File: src/rtl/mem_arb_pkg.sv
// Shared types and constants for the shared memory-port arbiter.
// Latency: n/a (types only).
// Backpressure: n/a (types only).
package mem_arb_pkg;

    // Arbiter sequencing states
    typedef enum logic [1:0] {
        IDLE = 2'd0,
        CMD  = 2'd1,
        WAIT = 2'd2,
        RESP = 2'd3
    } arb_state_t;

    // Which requester owns the in-flight access
    typedef enum logic {
        REQ_IF = 1'b0,
        REQ_D  = 1'b1
    } req_id_t;

    // Transfer size of one doubleword, in bytes; fetches always use this
    localparam logic [3:0] XFER_DW = 4'b1000;

endpackage

File: src/rtl/mem_arb_lat_counter.sv
// Loadable down-counter that times the fixed memory latency of one access.
// Latency: load takes effect on the next edge; zero flag is combinational.
// Backpressure: none; decrements whenever enabled and saturates at zero.
module mem_arb_lat_counter #(
    parameter int MEM_LAT = 2
) (
    input  logic clk,
    input  logic rst,
    input  logic i_load,
    input  logic i_dec,
    output logic o_zero
);

    localparam int CW = $clog2(MEM_LAT + 1);

    logic [CW-1:0] r_cnt;

    // Load with MEM_LAT-1 when the command issues, then count down while waiting
    always_ff @(posedge clk or negedge rst) begin
        if (!rst) begin
            r_cnt <= '0;
        end else if (i_load) begin
            r_cnt <= CW'(MEM_LAT - 1);
        end else if (i_dec && (r_cnt != '0)) begin
            r_cnt <= r_cnt - CW'(1);
        end
    end

    // High when the decrement in progress brings the count to zero, so the
    // owner can leave its wait state on this same edge
    assign o_zero = (r_cnt <= CW'(1));

endmodule

File: src/rtl/mem_port_arbiter.sv
// Arbitrates fetch and load/store requesters onto one memory port and sequences each access.
// Latency: grant at cycle 0, command at cycle 1, rvalid at cycle 1+MEM_LAT; one access per MEM_LAT+2 cycles.
// Backpressure: requests are levels sampled only when idle; busy stalls the pipeline. Option: MEM_ARB_STARVE_GUARD_EN.
module mem_port_arbiter
    import mem_arb_pkg::*;
#(
    parameter int ADDR_W     = 64,
    parameter int DATA_W     = 64,
    parameter int MEM_LAT    = 2,
    parameter int STARVE_MAX = 4
) (
    input  logic              clk,
    input  logic              rst,
    input  logic              if_req,
    input  logic [ADDR_W-1:0] if_addr,
    output logic              if_gnt,
    output logic              if_rvalid,
    output logic [DATA_W-1:0] if_rdata,
    input  logic              d_req,
    input  logic              d_we,
    input  logic [ADDR_W-1:0] d_addr,
    input  logic [DATA_W-1:0] d_wdata,
    input  logic [3:0]        d_xfer_size,
    output logic              d_gnt,
    output logic              d_rvalid,
    output logic [DATA_W-1:0] d_rdata,
    output logic              mem_re,
    output logic              mem_we,
    output logic [ADDR_W-1:0] mem_addr,
    output logic [DATA_W-1:0] mem_wdata,
    output logic [3:0]        mem_xfer_size,
    input  logic [DATA_W-1:0] mem_rdata,
    output logic              busy
);

    if (MEM_LAT < 1 || STARVE_MAX < 1) begin : g_bad_param
        $error("mem_port_arbiter: MEM_LAT and STARVE_MAX must both be >= 1");
    end

    arb_state_t        r_state;
    req_id_t           r_id;
    logic [ADDR_W-1:0] r_addr;
    logic              r_we;
    logic [DATA_W-1:0] r_wdata;
    logic [3:0]        r_size;
    logic [DATA_W-1:0] r_if_rdata;
    logic [DATA_W-1:0] r_d_rdata;

    logic w_idle;
    logic w_force_if;
    logic w_pick_d;
    logic w_pick_if;
    logic w_grant;
    logic w_cnt_zero;

    assign w_idle = (r_state == IDLE);

`ifdef MEM_ARB_STARVE_GUARD_EN
    localparam int SW = $clog2(STARVE_MAX + 1);

    logic [SW-1:0] r_starve;

    // Count back-to-back data grants that left fetch waiting; any fetch grant
    // or a grant with fetch idle restarts the count
    always_ff @(posedge clk or negedge rst) begin
        if (!rst) begin
            r_starve <= '0;
        end else if (w_grant) begin
            if (w_pick_if || !if_req) begin
                r_starve <= '0;
            end else if (r_starve != SW'(STARVE_MAX)) begin
                r_starve <= r_starve + SW'(1);
            end
        end
    end

    assign w_force_if = (r_starve == SW'(STARVE_MAX)) & if_req;
`else
    // Strict data priority: fetch only wins when data is not asking
    assign w_force_if = 1'b0;
`endif

    // Data beats fetch so the older instruction drains first
    assign w_pick_d  = w_idle & d_req & ~w_force_if;
    assign w_pick_if = w_idle & if_req & ~w_pick_d;
    assign w_grant   = w_pick_d | w_pick_if;

    mem_arb_lat_counter #(
        .MEM_LAT (MEM_LAT)
    ) u_lat_cnt (
        .clk    (clk),
        .rst    (rst),
        .i_load (r_state == CMD),
        .i_dec  (r_state == WAIT),
        .o_zero (w_cnt_zero)
    );

    // Access sequencing: grant in IDLE, one command cycle, wait out the latency, respond
    always_ff @(posedge clk or negedge rst) begin
        if (!rst) begin
            r_state <= IDLE;
        end else begin
            case (r_state)
                IDLE:    if (w_grant) r_state <= CMD;
                CMD:     r_state <= (MEM_LAT == 1) ? RESP : WAIT;
                WAIT:    if (w_cnt_zero) r_state <= RESP;
                RESP:    r_state <= IDLE;
                default: r_state <= IDLE;
            endcase
        end
    end

    // Latch the winning request; these drive the memory port until the next grant
    always_ff @(posedge clk or negedge rst) begin
        if (!rst) begin
            r_id    <= REQ_IF;
            r_addr  <= '0;
            r_we    <= 1'b0;
            r_wdata <= '0;
            r_size  <= '0;
        end else if (w_grant) begin
            r_id    <= w_pick_d ? REQ_D : REQ_IF;
            r_addr  <= w_pick_d ? d_addr : if_addr;
            r_we    <= w_pick_d & d_we;
            r_wdata <= w_pick_d ? d_wdata : '0;
            r_size  <= w_pick_d ? d_xfer_size : XFER_DW;
        end
    end

    // Hold the last response per requester so rdata stays stable between responses
    always_ff @(posedge clk or negedge rst) begin
        if (!rst) begin
            r_if_rdata <= '0;
            r_d_rdata  <= '0;
        end else if (r_state == RESP) begin
            if (r_id == REQ_D) begin
                r_d_rdata <= mem_rdata;
            end else begin
                r_if_rdata <= mem_rdata;
            end
        end
    end

    // Grants are gated by reset so a request held during reset cannot leak out
    assign if_gnt = w_pick_if & rst;
    assign d_gnt  = w_pick_d & rst;

    assign mem_re        = (r_state == CMD) & ~r_we;
    assign mem_we        = (r_state == CMD) & r_we;
    assign mem_addr      = r_addr;
    assign mem_wdata     = r_wdata;
    assign mem_xfer_size = r_size;

    // Memory data is only valid in the response cycle, so pass it straight through then
    assign if_rvalid = (r_state == RESP) & (r_id == REQ_IF);
    assign d_rvalid  = (r_state == RESP) & (r_id == REQ_D);
    assign if_rdata  = if_rvalid ? mem_rdata : r_if_rdata;
    assign d_rdata   = d_rvalid ? mem_rdata : r_d_rdata;

    assign busy = ~w_idle;

endmodule

File: config.mk
export PLATFORM = sky130hd
export DESIGN_NAME = mem_port_arbiter
export DESIGN_NICKNAME = d
export VERILOG_FILES = /design/src/rtl/mem_arb_pkg.sv /design/src/rtl/mem_arb_lat_counter.sv /design/src/rtl/mem_port_arbiter.sv
export SDC_FILE = /design/constraint.sdc
export NUM_CORES = 1
export LEC_CHECK = 0
export ABC_AREA = 1
export CAP_MARGIN = 25
export CORE_AREA = 8 8 200 202
export CTS_CLUSTER_DIAMETER = 200
export DETAILED_ROUTE_END_ITERATION = 6
export DIE_AREA = 0 0 208 210
export GPL_TIMING_DRIVEN = 0
export REMOVE_ABC_BUFFERS = 1
export SYNTH_ARGS = -nofsm -noshare
export SYNTH_HDL_FRONTEND = slang
export SYNTH_HIERARCHICAL = 1
export SYNTH_SLANG_ARGS = --single-unit
File: constraint.sdc
create_clock -name clk -period 2.4 [get_ports clk]
set_input_delay 0.24 -clock clk [delete_from_list [all_inputs] [get_ports clk]]
set_output_delay 0.24 -clock clk [all_outputs]
set_load 0.1 [all_outputs]
==> results of run 1 <==
-- registers in the layout, indices dropped and copies added (netlist names) --
register         count
mem_addr            64
mem_wdata           64
mem_xfer_size        4
r_d_rdata           64
r_id                 1
r_if_rdata          64
r_state              2
r_we                 1
u_lat_cnt/r_cnt      2
-- placed cells by master, fill, tap and decap left out, types with 3 or more instances in the layout --
master / n
nand2_1: 573
clkdlybuf4s50_1: 387
dfrtp_1: 263
inv_1: 208
nand3_1: 73
buf_12: 68
buf_6: 58
o21ai_2: 49
o21ai_1: 38
clkbuf_16: 37
buf_4: 24
o21ai_4: 23
o21ai_0: 19
buf_16: 15
clkbuf_8: 14
nand2_2: 13
nand2_4: 13
diode_2: 9
clkbuf_4: 8
dlymetal6s2s_1: 8
clkbuf_1: 7
buf_8: 6
nor2_1: 5
clkinv_2: 5
nand2_8: 4
ha_1: 4
dfrtp_2: 3
-- through the flow --
step	cells	setup TNS, ns	utilization	worst slack [ns]
final	2423	-1.311	0.5450	-0.08032
after global routing	2423	-6.339	0.5450	-0.1498
after CTS	2375	-19.77	0.4994	-0.2486
after detailed placement	2311	-96.22	0.4624	-0.7476
after global placement	2300	-4230.15	0.4532	-11.03
after floorplan	1295	-878.72	-	-2.612
-- logic make-up after synthesis --
| family | Yosys count |
|---|---|
| compound gates | 129 |
| fa+ha+maj | 7 |
| buf+inv | 281 |
| flops | 266 |
| simple gates | 682 |
-- worst max path at each step --
stage	start	to	slack [ns]	cells past startpoint
after CTS	r_state[0]$_DFFE_PN0P_	if_rdata[31]	-0.25	7
after global placement	rst	mem_wdata[34]$_DFFE_PN0P_	-11.03	1
after global routing	r_state[0]$_DFFE_PN0P_	if_rdata[56]	-0.15	8
final	r_state[0]$_DFFE_PN0P_	if_rdata[41]	-0.08	9
after floorplan	r_state[0]$_DFFE_PN0P_	r_d_rdata[0]$_DFFE_PN0P_	-2.61	3
after detailed placement	r_state[0]$_DFFE_PN0P_	if_rdata[14]	-0.75	5
-- critical path: cells and delay by family (launching register included) --
family / cells / cell delay (ns)
AO/OA/AOI/OAI: 1 / 0.08
buffers and inverters: 5 / 0.74
AND/OR/NAND/NOR: 2 / 0.17
flip-flops: 1 / 0.44
adder cells (fa/ha/maj): 1 / 0.20
-- metal layers --
layer	wire (microns)	global-route usage	vias up
met5	0	0	-
met4	1786	0.07391	0
met3	3112	0.05213	92
met2	23650	0.3374	387
met1	18740	0.2304	5143
li1	-	-	5203
-- layout make-up --
type | count | area (sq um)
multi-input cells | 821 | 4070
clock buffers | 48 | 939.7
inverters | 211 | 818.3
fillers | 3311 | 16810
clock inverters | 7 | 75.07
well taps | 474 | 593.1
diodes | 9 | 22.52
flip-flops and latches | 266 | 6660
repair buffers | 587 | 6963
-- what timing repair did --
action                                   CTS  global route
hold endpoints to repair                  72             0
gates cloned                               6            10
gates resized for setup                 1070           399
buffers inserted                           2            30
endpoints found under the setup margin   247           266
hold buffers                               1             0
pin swaps                                  1             1
==> results by group, run 1 <==
Logic synthesis
  • Post-synthesis xor/xnor area fraction: 0
  • Post-synth top area share: 0.5951
  • Post-synthesis adder-cell area fraction: 0.007830
  • Seq cells post-synth: 266
  • Top-count cell post-synth: nand2_1
  • Post-synth EDFFs: 0
  • Mapped Area: 11,190 sq um
  • Synth unique cells: 15
  • Largest family of logic cells by synthesized area: simple AND/OR/NAND/NOR gates
  • Top cells by area, synth: dfrtp_1 60%, nand2_1 20%, inv_1 7.0%, o21ai_0 5.8%, nand3_1 3.3%
  • Post-Synth Simple-Gate Area: 0.2378
  • Ys async rst share: 1.000
  • Synth Instances: 1,365
  • Most instantiated cells after synthesis: 599 x nand2_1, 266 x dfrtp_1, 209 x inv_1
  • Synth Warn #: 6
  • Synth Area in Compound Gates: 0.05772
  • Post-synthesis mux area share: 0
  • Avg Inst Size Synth: 8.195 sq um
  • Biggest area consumer among synthesized cells: dfrtp_1
  • Ys flop type: dfrtp_1
  • Register area share after synthesis: 0.5951

Critical path
  • Crit Path Class: reg -> out
  • CP max-delay cell: dfrtp_2
  • Critical Path Most Common Cell: buf_12
  • Reg2Reg Setup Slack: 0.19 ns
  • Req. time, crit path: 2.16 ns
  • CP Cell Sequence: ha_4 -> buf_12 -> nand2_8 -> buf_12 -> buf_16 -> buf_6 -> nand2_4 -> o21ai_4 -> buf_12
  • R2r endpoint: mem_addr[46]$_DFFE_PN0P_
  • Slowest stage delay, CP: 0.44 ns
  • Reg2reg path depth: 8
  • CP Capture Type: output pin
  • Startpoint class of the critical path: flip-flop
  • Arr. time, crit path: 2.24 ns
  • CP Max Fanout: 8
  • Reg-to-reg startpoint: r_state[0]$_DFFE_PN0P_

Run
  • Total of max-cap violations: 0

Run status
  • Failing checks: negative setup slack
  • Status: finished, violations left

Die
  • Core Region: 36,960 sq um
  • Die width: 208 microns
  • Die ar.: 43,680 sq um
  • Row Count: 71
  • Ports: 532
  • Initial Utilization: 0.3027
  • Die Ht: 210 microns

Cells and area
  • Layout cells sized above 1: 0.1814
  • Final nets: 2,190
  • Final Instance Area: 20,140 sq um
  • Area delta synth->final: 80.07%

Routing
  • Antenna Nets Post-Route: 0
  • DR iter-0 viols: 631
  • Vias post-DR: 10.83k
  • WL/cell: 19.51 microns
  • Vias per inst: 4.468
  • DRC Markers: 0
  • Final WL: 47,280 microns
  • Initial DRT Pass Iterations: 5

STA
  • Setup ws final: -0.08032 ns
  • Fin. Hold Viols: 0
  • Final period util: 1.033
  • Hold_ws: 0.1954 ns
  • Min cycle time layout: 2.480 ns
  • Tightest Pin Transition: 1.091 ns
  • F_max: 403.2 MHz
  • Relative slew slack: 0.2712
  • RSZ-0062 raised after global routing: yes
  • Setup Viol. Count Final: 40
  • Clock skew: 0.01617 ns
  • Slew Limit Fails: 0

Clock network
  • CTS max path bufs: 3
  • Inserted Clock Buffers: 31
  • CTS tree: built
  • Clock Sinks: 266
  • # H-tree levels: 1
  • Worst-path clk slew: 0.06 ns
  • Clk_lat worst skew: 0.58 ns
  • Clk root buf: clkbuf_16

Placement
  • Placed cell areas: 17,090 sq um
  • DP HPWL: 30,860 microns
  • I/O Buffers: 531
  • RePlAce Congestion: 0.8103

Global routing
  • Vias in the first global route: 10.92k
  • Initial antenna violation count: 9
  • Global-route wire length before repair: 66,920 microns
  • GRT overflow: 0
  • Total track usage: 0.1949
  • Largest net degree at the start of global routing: 101

Hold path
  • WHS Endpoint: mem_wdata[23]$_DFFE_PN0P_
  • WHS Path Cells: 3
  • Min-delay src: d_wdata[23]
  • Hold WC Path Type: in -> reg
Power of run 1 is not shown: default switching activity piles up to over one toggle a cycle in this logic, so the estimate is an artifact.
==> run 2: changes to the inputs <==
CAP_MARGIN = 10   (was 25)
==> run 2 against run 1 <==
  * The flow still finishes with violations (negative setup slack)
  * Flip-flop and latch count stayed put
  * Final cell count is 0.12% lower
  * Non-clock buffer count grew 1
  * Worst setup slack gained 0.055 ns
  * Count of clock-buffer cells in the layout fell by 6
  * Critical endpoint is now if_rdata[14]
  * Cell area is 1.1% higher
  * Critical path depth shrank 3
  * Die area stayed put
  * Hold slack lost 0.0073 ns
  * Via count grew 1.5%
==> results by group, run 2 (synthesis results as in run 1) <==
Clock network
  • CTS max path bufs: 3 (unchanged)
  • Clock Sinks: 266 (unchanged)
  • Inserted Clock Buffers: 31 (unchanged)
  • CTS tree: built
  • Clk_lat worst skew: 0.58 ns (about the same)
  • Clk root buf: clkbuf_16
  • # H-tree levels: 1 (unchanged)
  • Worst-path clk slew: 0.06 ns (about the same)

Critical path
  • Startpoint class of the critical path: flip-flop
  • CP Capture Type: output pin
  • Reg2reg path depth: 8 (unchanged)
  • Critical path depth: 6 (-3)
  • Buffers plus inverters on the worst setup path: 3 (-2)
  • Slowest stage delay, CP: 0.41 ns (-0.03 ns)
  • Arr. time, crit path: 2.19 ns (-0.05 ns)
  • Req. time, crit path: 2.16 ns (about the same)
  • Cell family with most CP delay: buffers and inverters
  • CP Max Fanout: 20 (+12)
  • CP Cell Sequence: ha_4 -> buf_12 -> nand2_8 -> buf_16 -> o21ai_4 -> buf_12
  • R2r endpoint: mem_addr[46]$_DFFE_PN0P_
  • Reg2Reg Setup Slack: 0.31 ns (+0.12 ns)
  • CP max-delay cell: dfrtp_2
  • Reg-to-reg startpoint: r_state[0]$_DFFE_PN0P_
  • Critical Path Most Common Cell: buf_12
  • Crit Path Class: reg -> out

Global routing
  • Global-route wire length before repair: 66,270 microns (-0.96%)
  • GR Util met2: 0.3350 (-0.002389)
  • Largest net degree at the start of global routing: 101 (unchanged)
  • Most Crowded Layer GR: met2
  • Initial antenna violation count: 6 (-3)
  • Met1 Use GR: 0.2299 (-0.0004901)
  • Vias in the first global route: 10.76k (-1.4%)
  • GRT overflow: 0 (unchanged)
  • Total track usage: 0.1932 (-0.001720)
  • Met3 usage: 0.04857 (-0.003565)

STA
  • Fin. Hold Viols: 0 (unchanged)
  • Setup ws final: -0.02572 ns (+0.05460 ns)
  • Slew Limit Fails: 0 (unchanged)
  • Min cycle time layout: 2.426 ns (-0.05460 ns)
  • Tightest Pin Transition: 1.159 ns (+0.06718 ns)
  • Setup Viol. Count Final: 7 (-83%)
  • Setup TNS: -0.1246 ns (+1.186 ns)
  • Final period util: 1.011 (-0.02275)
  • Clock skew: 0.02275 ns (+0.006576 ns)
  • RSZ-0062 raised after global routing: yes
  • F_max: 412.2 MHz (+2.3%)
  • Relative slew slack: 0.2263 (-0.04486)

Die
  • Core Region: 36,960 sq um (unchanged)
  • Die ar.: 43,680 sq um (unchanged)
  • Die width: 208 microns (unchanged)
  • Row Count: 71 (unchanged)
  • Initial Utilization: 0.3027 (unchanged)
  • Die Ht: 210 microns (unchanged)
  • Ports: 532 (unchanged)

Routing
  • Final WL: 49,630 microns (+5.0%)
  • Initial DRT Pass Iterations: 5 (unchanged)
  • DR iter-0 viols: 574 (-9.0%)
  • DRC Markers: 0 (unchanged)
  • Vias per inst: 4.539 (+1.6%)
  • WL/cell: 20.51 microns (+5.1%)
  • Vias post-DR: 10.98k (+1.5%)
  • Antenna Nets Post-Route: 0 (unchanged)

Placement
  • I/O Buffers: 531 (unchanged)
  • RePlAce Congestion: 0.8103 (unchanged)
  • DP HPWL: 30,820 microns (-0.13%)

Run
  • Total of max-cap violations: 0 (unchanged)

Hold path
  • Hold WC Path Type: in -> reg
  • WHS Endpoint: mem_wdata[23]$_DFFE_PN0P_
  • Min-delay src: d_wdata[23]
  • WHS Path Cells: 3 (unchanged)

Cells and area
  • Area delta synth->final: 82.01%
  • Commonest non-fill, non-tap cell in the layout: nand2_1
  • Final nets: 2,193 (+0.14%)
  • Commonest cells after routing, fill and taps aside: 571 x nand2_1, 382 x clkdlybuf4s50_1, 263 x dfrtp_1, 208 x inv_1, 80 x buf_6
  • Layout cells sized above 1: 0.1808 (-0.0006087)

Run status
  • Status: finished, violations left
  • Failing checks: negative setup slack
[run 2: cell count changes in the layout (fill, tap and decap cells not counted), moves of 5 or more]
| cell | previous run | this run |
|---|---|---|
| clkdlybuf4s50_1 | 387 | 382 |
| dlymetal6s2s_1 | 8 | 13 |
| buf_12 | 68 | 56 |
| o21ai_1 | 38 | 59 |
| nand2_4 | 13 | 23 |
| clkbuf_4 | 8 | 0 |
| o21ai_2 | 49 | 20 |
| clkbuf_16 | 37 | 42 |
| clkbuf_8 | 14 | 4 |
| o21ai_4 | 23 | 48 |
| nand2_2 | 13 | 5 |
| buf_6 | 58 | 80 |
| o21ai_0 | 19 | 2 |
[run 2: worst max path at each step]
stage / from / end / slack [ns]
detailed placement: r_state[0]$_DFFE_PN0P_ / if_rdata[14] / -0.74
global route: r_state[0]$_DFFE_PN0P_ / if_rdata[22] / -0.10
floorplan: r_state[0]$_DFFE_PN0P_ / r_d_rdata[0]$_DFFE_PN0P_ / -2.61
CTS: r_state[1]$_DFFE_PN0P_ / if_rdata[20] / -0.24
global placement: rst / mem_wdata[34]$_DFFE_PN0P_ / -11.03
finish: r_state[0]$_DFFE_PN0P_ / if_rdata[14] / -0.03
[run 2: layout make-up]
cell class / instances / area (sq um)
inverters: 211 / 814.5
repair buffers: 588 / 6905
well taps: 474 / 593.1
clock inverters: 11 / 176.4
clock buffers: 42 / 857.1
fillers: 3230 / 16600
flip-flops and latches: 266 / 6660
multi-input cells: 823 / 4340
diodes: 5 / 12.51
[run 2: what timing repair did]
item	in CTS	in global routing
buffers inserted	1	27
hold buffers	1	0
cloned	6	19
endpoints found under the setup margin	237	252
pin swaps	1	5
gates resized for setup	1152	354
endpoints found under the hold margin	72	0
[run 2: per-stage QoR]
| stage | instance area (sq um) | hold slack [ns] | setup WS [ns] | cells | utilization |
|---|---|---|---|---|---|
| after floorplan | 10840 | -0.05559 | -2.612 | 1295 | - |
| after CTS | 18430 | 0.1677 | -0.2411 | 2369 | 0.4986 |
| after global placement | 16750 | 0.4525 | -11.03 | 2300 | 0.4532 |
| after global routing | 20360 | 0.1946 | -0.1019 | 2420 | 0.5509 |
| after detailed placement | 17010 | 0.2786 | -0.7370 | 2308 | 0.4602 |
| final | 20360 | 0.1881 | -0.02572 | 2420 | 0.5509 |
[run 2: per-layer routing]
metal / part of all wire / wire length (microns)
met2: 0.49 / 24480
met3: 0.071 / 3542
met5: 0 / 0
met4: 0.042 / 2069
met1: 0.39 / 19530
[run 2: tightest hold or removal path, stage by stage]
cell and delay, ns:
clkdlybuf4s50_1 0.39, nand2_1 0.06, nand2_1 0.04
Power of run 2 is left out for the same reason.
==> run 3: changes to the inputs <==
SKIP_CTS_REPAIR_TIMING = 1   (was default)
==> run 3 against run 2 <==
  * The flow still finishes with violations (negative setup slack)
  * Utilization rose by 0.43 points
  * Global-route usage down 0.93 points
  * Register-to-register slack barely moved
  * Critical path depth shrank 1
  * Flip-flop and latch count is the same
  * Die area unchanged
  * Worst setup slack worse by 0.15 ns
  * Final cell count is 0.25% higher
  * Maximum frequency fell by 6.0%
  * Via count fell by 0.50%
  * Critical endpoint is now d_rdata[7]
  * Largest cell class unchanged
==> results by group, run 3 (synthesis results as in run 1) <==
Run status
  • Status: finished, violations left
  • Failing checks: negative setup slack

Die
  • Row Count: 71 (unchanged)
  • Initial Utilization: 0.3027 (unchanged)
  • Ports: 532 (unchanged)
  • Die width: 208 microns (unchanged)
  • Die ar.: 43,680 sq um (unchanged)
  • Core Region: 36,960 sq um (unchanged)
  • Die Ht: 210 microns (unchanged)

Clock network
  • CTS max path bufs: 3 (unchanged)
  • Worst-path clk slew: 0.06 ns (about the same)
  • # H-tree levels: 1 (unchanged)
  • Clk root buf: clkbuf_16
  • Clock Sinks: 266 (unchanged)
  • CTS tree: built
  • Clk_lat worst skew: 0.58 ns (about the same)
  • Inserted Clock Buffers: 31 (unchanged)

Critical path
  • Slowest stage delay, CP: 0.41 ns (about the same)
  • CP Max Fanout: 23 (+15%)
  • Startpoint class of the critical path: flip-flop
  • CP max-delay cell: dfrtp_2
  • CP Capture Type: output pin
  • Req. time, crit path: 2.16 ns (about the same)
  • Buffers plus inverters on the worst setup path: 2 (-1)
  • Arr. time, crit path: 2.34 ns (+0.15 ns)
  • CP Cell Sequence: ha_4 -> nand2_8 -> clkbuf_16 -> o21ai_1 -> buf_6
  • Reg2Reg Setup Slack: 0.30 ns (about the same)
  • Crit Path Class: reg -> out
  • Cell family with most CP delay: buffers and inverters

Placement
  • RePlAce Congestion: 0.8103 (unchanged)
  • Setup slack at placement: -0.7370 ns (unchanged)
  • I/O Buffers: 531 (unchanged)
  • DP HPWL: 30,820 microns (unchanged)
  • Placed cell count: 2,308 (unchanged)

STA
  • Slew Limit Fails: 0 (unchanged)
  • Fin. Hold Viols: 0 (unchanged)
  • Hold_ws: 0.2039 ns (+0.01583 ns)
  • F_max: 387.6 MHz (-6.0%)
  • Clock skew: 0.02159 ns (-0.001160 ns)
  • RSZ-0062 raised after global routing: yes
  • Tightest Pin Transition: 1.127 ns (-0.03147 ns)
  • Setup Viol. Count Final: 62 (+55)
  • Setup ws final: -0.1801 ns (-0.1543 ns)
  • Final period util: 1.075 (+0.06430)
  • Relative slew slack: 0.2473 (+0.02101)
  • Min cycle time layout: 2.580 ns (+0.1543 ns)

Routing
  • WL/cell: 20.27 microns (-1.1%)
  • Antenna Nets Post-Route: 0 (unchanged)
  • DR iter-0 viols: 649 (+13%)
  • Initial DRT Pass Iterations: 4 (-1)
  • Vias post-DR: 10.93k (-0.50%)
  • DRC Markers: 0 (unchanged)
  • Final WL: 49,180 microns (-0.90%)
  • Vias per inst: 4.505 (-0.75%)

Cells and area
  • Layout cells sized above 1: 0.1861 (+0.005284)
  • Commonest non-fill, non-tap cell in the layout: nand2_1
  • Area delta synth->final: 83.42%
  • Commonest cells after routing, fill and taps aside: 555 x nand2_1, 382 x clkdlybuf4s50_1, 263 x dfrtp_1, 208 x inv_1, 78 x buf_6
  • Non-filler cells, final: 2,426 (+0.25%)
  • Final nets: 2,197 (+0.18%)

Global routing
  • Vias in the first global route: 10.52k (-2.2%)
  • Initial antenna violation count: 6 (unchanged)
  • GRT overflow: 0 (unchanged)
  • Total track usage: 0.1839 (-0.009277)
  • Largest net degree at the start of global routing: 101 (unchanged)
  • Global-route wire length before repair: 63,470 microns (-4.2%)

Hold path
  • Hold WC Path Type: in -> reg

Run
  • Total of max-cap violations: 0 (unchanged)
run 3: cell count changes in the layout (fill, tap and decap cells not counted), sizes merged:
cell,before,now
buf,180,178
clkbuf,53,58
clkdlybuf4s15,1,0
clkinv,5,6
clkinvlp,1,2
diode,5,7
inv,212,210
nand2,605,607
run 3: path summary, 6_finish.rpt:
| kind | from | to | depth (start not counted) |
|---|---|---|---|
| worst max-delay path | r_state[0]$_DFFE_PN0P_ | d_rdata[7] | 5 |
| worst min-delay path | d_wdata[55] | mem_wdata[55]$_DFFE_PN0P_ | 3 |
| worst max register to register | r_state[0]$_DFFE_PN0P_ | mem_wdata[14]$_DFFE_PN0P_ | 8 |
| worst min register to register | mem_wdata[30]$_DFFE_PN0P_ | mem_wdata[30]$_DFFE_PN0P_ | 2 |
| max in group asynchronous | rst | mem_addr[9]$_DFFE_PN0P_ | 3 |
| min in group asynchronous | rst | r_d_rdata[27]$_DFFE_PN0P_ | 2 |
run 3: cell type report:
| type | count | area [sq um] |
|---|---|---|
| clock inverter | 11 | 176.4 |
| multi-input combinational | 825 | 4403 |
| timing repair buffer | 590 | 6989 |
| inverter | 211 | 820.8 |
| sequential | 266 | 6660 |
| fill | 3193 | 16440 |
| antenna | 7 | 17.52 |
| tap | 474 | 593.1 |
| clock buffer | 42 | 857.1 |
run 3: routing by layer:
| layer | wire length (microns) | global-route usage |
|---|---|---|
| met2 | 24630 | 0.3245 |
| met3 | 3059 | 0.04931 |
| met5 | 0 | 0 |
| met1 | 19840 | 0.2141 |
| met4 | 1645 | 0.06486 |
run 3: through the flow:
stage | setup TNS (ns) | area [sq um] | utilization
final | -5.086 | 20520 | 0.5552
after global routing | -11.56 | 20510 | 0.5551
after CTS | -177.00 | 18040 | 0.4881
after detailed placement | -95.08 | 17010 | 0.4602
after global placement | -4230.15 | 16750 | 0.4532
after floorplan | -878.72 | 10840 | -
run 3: tightest hold or removal path, stage by stage:
cell             delay, ns
clkdlybuf4s50_1       0.39
nand2_1               0.06
nand2_1               0.05
Power of run 3 is left out for the same reason.
